### src/rtl/frame_seq_pkg.sv
// frame_seq_pkg: state encodings and defaults shared by the frame sequencer.
package frame_seq_pkg;

  localparam logic [3:0] ST_IDLE       = 4'd0;
  localparam logic [3:0] ST_START_WAIT = 4'd1;
  localparam logic [3:0] ST_INIT       = 4'd2;
  localparam logic [3:0] ST_LOAD       = 4'd3;
  localparam logic [3:0] ST_DRAW       = 4'd4;
  localparam logic [3:0] ST_CHECK      = 4'd5;
  localparam logic [3:0] ST_WAIT       = 4'd6;
  localparam logic [3:0] ST_ERASE      = 4'd7;
  localparam logic [3:0] ST_OVER       = 4'd8;

  typedef enum logic [3:0] {
    IDLE       = ST_IDLE,
    START_WAIT = ST_START_WAIT,
    INIT       = ST_INIT,
    LOAD       = ST_LOAD,
    DRAW       = ST_DRAW,
    CHECK      = ST_CHECK,
    WAIT       = ST_WAIT,
    ERASE      = ST_ERASE,
    OVER       = ST_OVER
  } state_e;

  localparam int FRAME_WAIT_DEF = 1666666;

endpackage

### src/rtl/frame_wait_timer.sv
// frame_wait_timer: counts 0..LIMIT-1 while enabled, freezes on hold,
// and flags done on the final count.
module frame_wait_timer
  import frame_seq_pkg::*;
#(
  parameter int WIDTH = 21,
  parameter int LIMIT = FRAME_WAIT_DEF
) (
  input  logic clk,
  input  logic reset,
  input  logic en,
  input  logic hold,
  input  logic clear,
  output logic done
);

  localparam logic [WIDTH-1:0] LAST = WIDTH'(LIMIT - 1);

  logic [WIDTH-1:0] cnt_q, cnt_d;

  assign done = en && !hold && (cnt_q == LAST);

  always_comb begin
    cnt_d = cnt_q;
    if (clear)
      cnt_d = '0;
    else if (en && !hold)
      cnt_d = done ? '0 : cnt_q + 1'b1;
  end

  always_ff @(posedge clk) begin
    if (reset) cnt_q <= '0;
    else       cnt_q <= cnt_d;
  end

endmodule

### src/rtl/frame_sequencer.sv
// frame_sequencer: draw / check / wait / erase frame loop for sprite channels.
// Optional macro FRAME_SEQ_PAUSE_EN lets pause freeze the wait phase.
module frame_sequencer
  import frame_seq_pkg::*;
#(
  parameter int NUM_OBJ    = 2,
  parameter int CNT_W      = 8,
  parameter int FRAME_WAIT = FRAME_WAIT_DEF,
  parameter int EDGE_W     = 10,
  localparam int OBJ_W     = (NUM_OBJ > 1) ? $clog2(NUM_OBJ) : 1
) (
  input  logic                     clk,
  input  logic                     reset,
  input  logic                     start,
  input  logic                     pause,
  input  logic [EDGE_W-1:0]        touch_edge,
  input  logic [NUM_OBJ*CNT_W-1:0] obj_pix_count,
  output logic                     load_coord,
  output logic                     plot,
  output logic                     erase,
  output logic [OBJ_W-1:0]         obj_sel,
  output logic [CNT_W-1:0]         pix_idx,
  output logic                     move_en,
  output logic                     en_time_control,
  output logic                     reset_out,
  output logic                     game_over,
  output logic [3:0]               state
);

  localparam int TW = $clog2(FRAME_WAIT + 1);

  state_e           state_q, state_d;
  logic [OBJ_W-1:0] obj_q, obj_d;
  logic [CNT_W-1:0] idx_q, idx_d;
  logic [CNT_W-1:0] cnt_q [NUM_OBJ];
  logic [CNT_W-1:0] cnt_d [NUM_OBJ];

  logic             wait_done, hold, scan, idx_last, nxt_ok;
  logic [CNT_W-1:0] cur_cnt;
  logic [OBJ_W-1:0] nxt_obj, first_obj, in_obj;

`ifdef FRAME_SEQ_PAUSE_EN
  assign hold = pause;
`else
  logic unused_pause;
  assign unused_pause = pause;
  assign hold = 1'b0;
`endif

  frame_wait_timer #(
    .WIDTH (TW),
    .LIMIT (FRAME_WAIT)
  ) u_timer (
    .clk   (clk),
    .reset (reset),
    .en    (state_q == WAIT),
    .hold  (hold),
    .clear (state_q != WAIT),
    .done  (wait_done)
  );

  assign cur_cnt  = cnt_q[obj_q];
  assign idx_last = ({1'b0, idx_q} + 1'b1) >= {1'b0, cur_cnt};

  // Empty channels are jumped over so they cost no cycles.
  always_comb begin
    nxt_ok    = 1'b0;
    nxt_obj   = '0;
    first_obj = '0;
    in_obj    = '0;
    for (int i = NUM_OBJ - 1; i >= 0; i--) begin
      if (i > int'(obj_q) && cnt_q[i] != '0) begin
        nxt_ok  = 1'b1;
        nxt_obj = OBJ_W'(i);
      end
      if (cnt_q[i] != '0)
        first_obj = OBJ_W'(i);
      if (obj_pix_count[i*CNT_W +: CNT_W] != '0)
        in_obj = OBJ_W'(i);
    end
  end

  always_comb begin
    state_d = state_q;
    obj_d   = obj_q;
    idx_d   = idx_q;
    cnt_d   = cnt_q;
    unique case (state_q)
      IDLE:       if (start) state_d = START_WAIT;
      START_WAIT: if (!start) state_d = INIT;
      INIT:       state_d = LOAD;
      LOAD: begin
        state_d = DRAW;
        obj_d   = in_obj;
        idx_d   = '0;
        for (int i = 0; i < NUM_OBJ; i++)
          cnt_d[i] = obj_pix_count[i*CNT_W +: CNT_W];
      end
      DRAW, ERASE: begin
        if (!idx_last) begin
          idx_d = idx_q + 1'b1;
        end else begin
          idx_d = '0;
          if (nxt_ok)
            obj_d = nxt_obj;
          else
            state_d = (state_q == DRAW) ? CHECK : LOAD;
        end
      end
      CHECK: state_d = (|touch_edge) ? OVER : WAIT;
      WAIT: begin
        if (wait_done) begin
          state_d = ERASE;
          obj_d   = first_obj;
          idx_d   = '0;
        end
      end
      OVER:    if (start) state_d = START_WAIT;
      default: state_d = IDLE;
    endcase
  end

  always_ff @(posedge clk) begin
    if (reset) begin
      state_q <= IDLE;
      obj_q   <= '0;
      idx_q   <= '0;
      for (int i = 0; i < NUM_OBJ; i++)
        cnt_q[i] <= '0;
    end else begin
      state_q <= state_d;
      obj_q   <= obj_d;
      idx_q   <= idx_d;
      cnt_q   <= cnt_d;
    end
  end

  assign scan            = (state_q == DRAW) || (state_q == ERASE);
  assign plot            = scan && (cur_cnt != '0);
  assign erase           = (state_q == ERASE);
  assign obj_sel         = scan ? obj_q : '0;
  assign pix_idx         = scan ? idx_q : '0;
  assign move_en         = scan || (state_q == WAIT);
  assign en_time_control = move_en;
  assign load_coord      = (state_q == LOAD);
  assign reset_out       = (state_q == INIT);
  assign game_over       = (state_q == OVER);
  assign state           = state_q;

endmodule
### config.mk
export PLATFORM = sky130hd
export DESIGN_NAME = frame_sequencer
export DESIGN_NICKNAME = d
export VERILOG_FILES = /design/src/rtl/frame_seq_pkg.sv /design/src/rtl/frame_wait_timer.sv /design/src/rtl/frame_sequencer.sv
export SDC_FILE = /design/constraint.sdc
export NUM_CORES = 1
export LEC_CHECK = 0
export BUFFER_PORTS_ARGS = -buffer_cell sky130_fd_sc_hd__buf_2
export CAP_MARGIN = 30
export CORE_ASPECT_RATIO = 0.9
export CORE_MARGIN = 5
export CORE_UTILIZATION = 35
export DETAILED_ROUTE_END_ITERATION = 8
export MAX_ROUTING_LAYER = met4
export SYNTH_ARGS = -nofsm -noshare
export SYNTH_HDL_FRONTEND = slang
export SYNTH_SLANG_ARGS = --single-unit
export TNS_END_PERCENT = 100
### constraint.sdc
create_clock -name clk -period 3.5 [get_ports clk]
set_input_delay 0.35 -clock clk [delete_from_list [all_inputs] [get_ports clk]]
set_output_delay 0.35 -clock clk [all_outputs]
set_load 0.005 [all_outputs]
### Word level (Yosys, flattened, before mapping)

Index checks and enable logic that the tools add are counted.

| word-level totals | value |
|---|---|
| word-level logic and storage cells | 74 |
| input bits | 30 |
| bits in registers | 50 |
| output and inout port bits | 20 |

| operators by class | value |
|---|---|
| order comparisons | 3 |
| $add $sub $neg | 3 |
| mux-type cells | 26 |
| eq/ne operators | 16 |
| bitwise gates (word level) | 1 |
| reductions and logical operators | 19 |

Operators by type and width:

| cell | count |
|---|---|
| $mux 8 | 6 |
| $reduce_bool 8->1 | 5 |
| $pmux 4 s7 | 1 |
| $mux 4 | 6 |
| $pmux 8 s3 | 1 |
| $add 21x1->21 const B | 1 |
| $eq 21x21->1 const B | 1 |
| $mux 21 | 1 |
| $eq 4x3->1 const B | 4 |
| $ne 2x2->1 const B | 5 |
| $reduce_or 10->1 | 1 |
| $add 8x1->9 const B | 1 |
| $ge 9x8->1 | 1 |
| $mux 1 | 9 |
| $add 8x1->8 const B | 1 |
| $eq 4x2->1 const B | 2 |
| $reduce_or 2->1 | 3 |
| $reduce_and 5->1 | 1 |
| $eq 4x1->1 const B | 1 |
| $eq 4x4->1 const B | 1 |
| $logic_not 4->1 | 1 |
| $ne 4x3->1 const B | 1 |
| $reduce_and 4->1 | 1 |
| $logic_and 1x1->1 | 3 |
| 9 further kinds | 10 |

### Depth between registers and ports, before layout

Gate-level depths: netlist (run 1).

| logic depth | value |
|---|---|
| depth in word-level cells | 7 |
| mapped depth | 12 |
| depth with buffers taken out | 11 |

### Hierarchy

Synthesis (run 1) repeated with hierarchy kept, for this count alone.

| unflattened totals | value |
|---|---|
| cells, all modules | 364 |
| area, all modules | 2901.5 um^2 |

By module, submodules not included:

| module | seq. area each (um^2) | instances | cells an instance | area an instance (um^2) |
|---|---|---|---|---|
| frame_sequencer | 580.6 | 1 | 237 | 1834.3 |
| frame_wait_timer | 420.4 | 1 | 127 | 1067.3 |

### Least setup slack after synthesis (run 1)

Ideal clock, no wire load.

| timing path | value |
|---|---|
| path kind | register to register |
| from | reg idx_q[0] |
| to | reg idx_q[2] |
| data arrival time | 2.533 ns |
| clock period less this slack | 2.604 ns |
| path slack | 0.896 ns |
| cell stages (with the launch flop) | 13 |
| data required time | 3.429 ns |
| path through | dfxtp_1 ha_1 nand3_1 and2_1 or2_2 ha_1 a211o_1 a21oi_1 o21ai_0 a31oi_1 clkbuf_1 o21ai_0 a21oi_1 |

| on the way | value |
|---|---|
| longest elaborated chain between the ends | 4 |
| elaborated cells between the ends (all ways) | 5 |
| those cells by class | add/sub: 2; order compare: 1; mux: 2 |

RTL lines:

| element | RTL line | source |
|---|---|---|
| from (decl) | frame_sequencer.sv:34 | `logic [CNT_W-1:0] idx_q, idx_d;` |
| from (signal assigned) | frame_sequencer.sv:133 | `idx_q <= idx_d;` |
| $add 8x1->9 | frame_sequencer.sv:63 | `assign idx_last = ({1'b0, idx_q} + 1'b1) >= {1'b0, cur_cnt};` |
| $ge 9x8->1 | frame_sequencer.sv:63 |  |
| $mux 8 (*) | frame_sequencer.sv:100 | `if (!idx_last) begin` |
| $pmux 8 s3 (*) | frame_sequencer.sv:88 | `unique case (state_q)` |

Every way passes the cells marked *; elsewhere a longest branch is shown, timed or not.
A chain may end at the register's enable or synchronous reset.

### Worst setup path after layout (run 1)

| timing path | value |
|---|---|
| from | reg idx_q[0] |
| to | reg state_q[0], in the netlist state[0] |

| on the way | value |
|---|---|
| longest elaborated chain between the ends | 4 |

RTL lines:

| element | RTL line | source |
|---|---|---|
| $add 8x1->9 | frame_sequencer.sv:63 |  |
| $ge 9x8->1 | frame_sequencer.sv:63 |  |
| $ne 2x2->1 (no line) | -- |  |
| $reduce_and 5->1 (no line) | -- |  |
| to (signal assigned) | frame_sequencer.sv:131 | `state_q <= state_d;` |
| to (decl) | frame_sequencer.sv:32 | `state_e state_q, state_d;` |

No other way between the ends.

==> metrics.md, run 1 <==
| Metric | Value |
|---|---|
| Drt pass-1 iters | `4` |
| Crit. path cell count | `12` |
| Mapped cell area | `2740 um^2` |
| Required time of the worst setup path | `approximately 3.7 ns` |
| PortBufs | `48` |
| Starting Density | `0.362` |
| Async SR Flop Fraction | `0` |
| Crit path kind | `reg2reg` |
| Fmax | `347 MHz` |
| Post-DP Area | `3050 um^2` |
| Max incr delay on CP | `0.46 ns` |
| Core Footprint | `7580 um^2` |
| Final ANT Viol Nets | `0` |
| Cts repair resizes | `0` |
| Hold buffer count at CTS | `0` |
| Top post-synthesis cells by area | `dfxtp_1, nand2_1, nor2_1` |
| Worst-Margin Slew | `0.766 ns` |
| Die W | `103 um` |
| Largest net degree at the start of global routing | `29` |
| CP Capture Type | `flip-flop` |
| Worst vdd ir | `0.000174 V` |
| R2R Path Start | `idx_q[0]$_SDFFE_PP0P_` |
| Arr. time, crit path | `3.08 ns` |
| Design area | `3160 um^2` |
| Final hold viol count | `0` |
| Vias per cell | `5.11` |
| Share of layout cells above drive strength 1 | `0.183` |
| Skew final | `0.0122 ns` |
| Post-route clock period utilization | `0.824` |
| EDFF count, synth | `0` |
| Pins Over Slew Limit | `0` |
| Leakage Power | `1.24 nW` |
| Worst R2R End | `state[0]$_SDFFE_PP0P_` |
| CTS buffer count | `5` |
| Slowest-stage cell, CP | `dfxtp_1` |
| Commonest cells post-synth | `nand2_1, dfxtp_1, nor2_1` |
| Routed via count | `2506` |
| Setup tns final | `0 ns` |
| Max_cap viols | `0` |
| Min Clock Period, post-route | `about 2.9 ns` |
| Register bit total from synthesis | `50` |
| WP buf/inv | `1` |
| GPL Wtd Cong | `about 0.84` |
| Number of global-route vias before repair | `2240` |
| First-pass GRT wire length | `approximately 10 mm` |
| Bufs on Longest Clock Path | `2` |
| Filler instances | `807` |
| Place WS | `0.659 ns` |
| Reg clk slew, reported paths | `0.10 ns` |
| CP Launch Type | `flip-flop` |
| Final setup vio count | `0` |
| Crit-path cells | `ha_1 > nand3_1 > and2_1 > or2_2 > ha_1 > a211o_1 > a21oi_1 > o21ai_0 > a31oi_1 > buf_4 > or2_2 > o21ai_0` |
| Synth Net Count | `393` |
| Status | `finished, final reports clean` |
| CP top delay family | `compound AO/OA/AOI/OAI gates` |
| PwrDens | `468 nW/um^2` |
| 1st-iter DRT viols | `74` |
| Syn-to-layout area delta | `15.3%` |
| Ant. Diodes | `0` |
| Worst setup path endpoint | `state[0]$_SDFFE_PP0P_` |
| Top cell type's share of synthesized area | `0.365` |
| Die area | `9710 um^2` |
| Postcts setup bufs | `0` |
| Top-count cell post-synth | `nand2_1` |
| CP max FO | `7` |
| Mapped Cells | `between 300 and 400` |
| Synth Flop Type | `dfxtp_1` |
| Cells on worst reg2reg path | `12` |
| H-tree depth | `2` |
| Sequential fraction of the synthesis area | `0.365` |
| Worst slew margin | `0.488` |
| Row cnt | `30` |
| DRC Markers | `0` |
| DP HPWL | `4.84 mm` |
| Total power | `0.00148 W` |
| Initial antenna violation count | `0` |
| Synthesized area per cell | `7.80 um^2` |
| WL/cell | `12.9 um` |
| Fin nets | `434` |
| DRT Wirelength | `6.35 mm` |
| Clock Sink Count | `50` |
| Die Height | `between 90 and 100 um` |
| Worst skew pair latency | `0.31 ns` |
| Post-synth cell types | `47` |
| Setup slack after layout | `0.616 ns` |
| CTS Root Cell | `clkbuf_8` |
| Io pins | `50` |
| Hold crit path type | `in2reg` |
| Origin of the worst setup path | `idx_q[0]$_SDFFE_PP0P_` |
| Synth area leader | `dfxtp_1` |
| GRT overflow | `0` |
| Min Hold Slack | `approximately 0.27 ns` |
| R2R Setup Slk | `approximately 0.62 ns` |
| TritonCTS clock tree | `built` |
| Ys Warns | `0` |
| RSZ-0062 raised after global routing | `false` |
| GRT Overall Usage | `0.138` |
-- state kept, by name, summed over array words and instances (netlist names) --
register / flops
cnt_q: 16
idx_q: 8
obj_q: 1
state: 4
u_timer.cnt_q: 21
-- worst register-to-register path, cell delays in order (launching register included) --
cell and delay [ns]:
dfxtp_1 0.46, ha_1 0.27, nand3_1 0.13, and2_1 0.18, or2_2 0.30, ha_1 0.31, a211o_1 0.25, a21oi_1 0.11
o21ai_0 0.11, a31oi_1 0.23, buf_4 0.18, or2_2 0.15, o21ai_0 0.09
-- cell families after synthesis --
family / after synthesis / share of synthesized area
and+or+nand+nor: 178 / 0.323
DFF: 50 / 0.365
adders and majority gates: 11 / 0.0502
muxes: 9 / 0.0328
xor gates and xnor gates: 19 / 0.0606
buffers and inverters: 26 / 0.0401
AOI/OAI and AO/OA: 59 / 0.129
-- cells in the final DEF, fill, tap and decap left out, types with 3 or more instances in the layout --
master,synthesis,layout
buf_2,1,48
nor2_1,39,39
inv_1,8,8
nor2b_1,5,5
nor4_1,9,9
a22oi_1,4,4
nor3_1,6,6
and2_1,14,14
clkbuf_8,0,5
nand2_1,53,53
dfxtp_1,50,50
and3_1,4,4
ha_1,11,11
or3_1,3,3
nand4_1,7,7
o21ai_0,15,15
a21oi_1,26,26
or2_2,7,7
nand3_1,15,15
mux2i_1,9,9
buf_4,1,3
xnor2_1,7,7
nand2b_1,6,6
xor2_1,12,12
-- per-stage QoR --
step            util  cells
3_3_place_gp   0.402    482
6_report       0.417    490
5_1_grt        0.417    490
2_1_floorplan      -    352
4_1_cts        0.417    490
3_5_place_dp   0.402    482
-- report_power, final --
group          internal [W]  switching (W)  leakage (nW)  total [W]
sequential         0.000603      0.0000792         0.404   0.000683
clock              0.000215       0.000207        0.0585   0.000422
combinational      0.000158       0.000218         0.778   0.000375
total              0.000976       0.000504          1.24    0.00148
-- worst min-delay path by stage --
stage                                                to                           from  slack [ns]  cells after the start
final                             cnt_q[9]$_SDFFE_PP0P_               obj_pix_count[1]        0.27                      3
after global routing              cnt_q[9]$_SDFFE_PP0P_               obj_pix_count[1]        0.27                      3
after CTS                        cnt_q[13]$_SDFFE_PP0P_               obj_pix_count[5]        0.27                      3
after detailed placement          cnt_q[9]$_SDFFE_PP0P_          cnt_q[9]$_SDFFE_PP0P_        0.46                      2
after global placement            cnt_q[9]$_SDFFE_PP0P_          cnt_q[9]$_SDFFE_PP0P_        0.46                      2
after floorplan           u_timer.cnt_q[0]$_SDFFE_PP0P_  u_timer.cnt_q[0]$_SDFFE_PP0P_        0.44                      1
-- layer usage --
metal,vias to the layer above,part of all wire,global-route usage
li1,1303,-,-
met1,1149,0.53,0.200
met2,47,0.41,0.193
met3,7,0.046,0.0223
met4,0,0.014,0.0442
met5,-,0,-
-- area by class of cell --
class	count	area [um^2]	area share
multi-input cells	276	1630	0.516
flip-flops and latches	50	1000	0.316
repair buffers	51	263	0.0831
well taps	96	120	0.0380
clock buffers	5	68.8	0.0218
clock inverters	3	43.8	0.0138
inverters	9	33.8	0.0107
No activity file was read; power rests on OpenSTA's default activity.
==> run 2, diff against run 1 <==
==> constraint.sdc (replaced) <==
create_clock -name clk -period 2.4 [get_ports clk]
set_input_delay 0.24 -clock clk [delete_from_list [all_inputs] [get_ports clk]]
set_output_delay 0.24 -clock clk [all_outputs]
set_load 0.005 [all_outputs]
==> run 2 against run 1 <==
- final cell count rose by 3.9%
- sequential power rose by 39%
- largest cell class unchanged
- register-to-register slack got worse by 0.64 ns
- via count rose by 3.5%
- first-iteration DRC count rose by 28%
- non-clock buffer count rose by 19
- cell area rose by 9.2%
- the flow now finishes with violations (negative setup slack)
- die area did not move
- highest routed layer unchanged
==> metrics.md, run 2 (synthesized netlist as in run 1, its figures left out) <==
| Metric | Value |
|---|---|
| Switching Share | `0.336` |
| Logic pwr share | `0.312` |
| Worst setup path endpoint | `state[3]$_SDFFE_PP0P_` |
| Multi-input logic area | `1770 um^2` |
| Initial antenna violation count | `0` |
| CTS buffer count | `5` |
| Failing checks | `negative setup slack` |
| Row cnt | `30` |
| Hold crit path type | `in2reg` |
| NetSw | `0.000751 W` |
| R2R Setup Slk | `-0.03 ns` |
| Io pins | `50` |
| Leakage Power | `1.34 nW` |
| Vias per cell | `slightly above 5` |
| Regs by FF count | `u_timer.cnt_q x21, cnt_q x16, idx_q x8` |
| Final hold viol count | `0` |
| Arr. time, crit path | `2.62 ns` |
| CP Capture Type | `flip-flop` |
| Largest Register | `u_timer.cnt_q` |
| First-pass GRT wire length | `11.5 mm` |
| Final setup vio count | `1` |
| Routed via count | `2594` |
| CP max FO | `4` |
| Worst slew margin | `0.626` |
| Worst R2R End | `state[3]$_SDFFE_PP0P_` |
| Crit path kind | `reg2reg` |
| Post-DP Area | `~3200 um^2` |
| Clock Sink Count | `50` |
| Crit-path cells | `ha_4 > nand3_2 > and2_4 > or2_4 > ha_4 > o211ai_1 > o21ai_1 > a31oi_1 > buf_4 > or2_4 > a31o_2` |
| Share of layout cells above drive strength 1 | `0.283` |
| CTS Root Cell | `clkbuf_8` |
| Core Footprint | `7580 um^2` |
| Ant. Diodes | `0` |
| Status | `finished, violations left` |
| Final ANT Viol Nets | `0` |
| GRT overflow | `0` |
| GRT Overall Usage | `0.151` |
| Bufs on Longest Clock Path | `2` |
| Total power | `~0.0022 W` |
| Max_cap viols | `0` |
| Starting Density | `0.362` |
| Origin of the worst setup path | `idx_q[1]$_SDFFE_PP0P_` |
| 1st-iter DRT viols | `95` |
| Post-route clock period utilization | `1.01` |
| Clock power frac | `0.264` |
| Setup slack after layout | `-0.0261 ns` |
| Fmax | `412 MHz` |
| DP HPWL | `approximately 5.1 mm` |
| H-tree depth | `2` |
| Min Clock Period, post-route | `roughly 2.4 ns` |
| TritonCTS clock tree | `built` |
| PwrDens | `approximately 650 nW/um^2` |
| Worst vdd ir | `0.000291 V` |
| WL/cell | `between 10 and 15 um` |
| RSZ-0062 raised after global routing | `true` |
| Pins Over Slew Limit | `0` |
| Skew final | `0.0132 ns` |
| Number of global-route vias before repair | `2464` |
| Filler instances | `779` |
| Cells on worst reg2reg path | `11` |
| R2R Path Start | `idx_q[1]$_SDFFE_PP0P_` |
| Die area | `about 9700 um^2` |
| Commonest non-fill, non-tap cells in the layout | `nand2_1, buf_2, dfxtp_1` |
| Largest net degree at the start of global routing | `29` |
| PortBufs | `48` |
| Sequential power share | `0.424` |
| Worst-Margin Slew | `0.561 ns` |
| GPL Wtd Cong | `0.798` |
| CP Launch Type | `flip-flop` |
| Die W | `103 um` |
| Final core occ | `0.456` |
| Setup tns final | `-0.0261 ns` |
| Worst skew pair latency | `slightly above 0.3 ns` |
| Die Height | `94 um` |
| Fin nets | `453` |
| Required time of the worst setup path | `2.60 ns` |
| Max reg flops | `21` |
| Drt pass-1 iters | `4` |
| Reg clk slew, reported paths | `about 0.1 ns` |
| DRT Wirelength | `between 6 and 7 mm` |
| DRC Markers | `0` |
| Int Power | `0.00148 W` |
| Leading cell type in the layout, fill and taps excluded | `nand2_1` |
| Design area | `3450 um^2` |
| Max incr delay on CP | `0.37 ns` |
| Min Hold Slack | `0.182 ns` |
| Slowest-stage cell, CP | `dfxtp_2` |
| Register Area | `slightly above 1000 um^2` |
| Syn-to-layout area delta | `25.9%` |
==> run 2: changes by cell type in the layout (fill, tap and decap cells not counted), moves of 4 or more <==
cell,change
or2_4,+5
or2_2,-5
o21ai_0,-4
ha_1,-5
dfxtp_2,+5
dfxtp_1,-5
buf_4,+18
ha_4,+4
==> run 2: final cells by class <==
class	count	area share
multi-input cells	276	0.511
flip-flops and latches	50	0.292
repair buffers	70	0.121
well taps	96	0.0348
clock buffers	5	0.0199
clock inverters	3	0.0116
inverters	9	0.00978
==> run 2: how the worst min path moves through the flow <==
stage                           start                      to  slack, ns  cells after the start
6_report             obj_pix_count[7]  cnt_q[15]$_SDFFE_PP0P_       0.18                      3
5_1_grt              obj_pix_count[2]  cnt_q[10]$_SDFFE_PP0P_       0.16                      3
4_1_cts             obj_pix_count[13]   cnt_q[5]$_SDFFE_PP0P_       0.17                      3
3_5_place_dp    cnt_q[6]$_SDFFE_PP0P_   cnt_q[6]$_SDFFE_PP0P_       0.46                      2
3_3_place_gp   cnt_q[10]$_SDFFE_PP0P_  cnt_q[10]$_SDFFE_PP0P_       0.46                      2
2_1_floorplan        obj_pix_count[8]   cnt_q[0]$_SDFFE_PP0P_       0.38                      2
==> run 2: per-layer routing <==
metal	global-route usage	part of all wire
met5	-	0
met4	0.0388	0.0090
met3	0.0230	0.052
met2	0.223	0.43
met1	0.215	0.51
==> run 2: critical path: cells and delay by family, from the launching register on <==
family | cells | cell delay [ns]
AND/OR/NAND/NOR | 4 | 0.79
adder cells (fa/ha/maj) | 2 | 0.43
AO/OA/AOI/OAI | 4 | 0.58
buffers and inverters | 1 | 0.15
flip-flops | 1 | 0.37
==> run 2: power groups by stage <==
stage	Sequential (W)	Clock (W)	Combinational [W]
after floorplan	0.000936	0	0.000474
after global placement	0.000966	0	0.000650
after detailed placement	0.000967	0	0.000654
after CTS	0.000947	0.000613	0.000669
after global routing	0.000959	0.000655	0.000771
final	0.000949	0.000590	0.000697
==> run 2: timing repair <==
item | CTS | global route
resized for setup | 17 | 14
hold buffers | 0 | 0
setup buffers | 1 | 0
pin swaps | 8 | 14
endpoints found under the setup margin | 13 | 15
==> run 2: metrics by stage <==
stage | setup slack (ns) | std cells
6_report | -0.0261 | 509
5_1_grt | -0.111 | 509
4_1_cts | 0.000743 | 509
3_5_place_dp | -0.189 | 500
3_3_place_gp | -0.128 | 500
2_1_floorplan | 0.0208 | 352
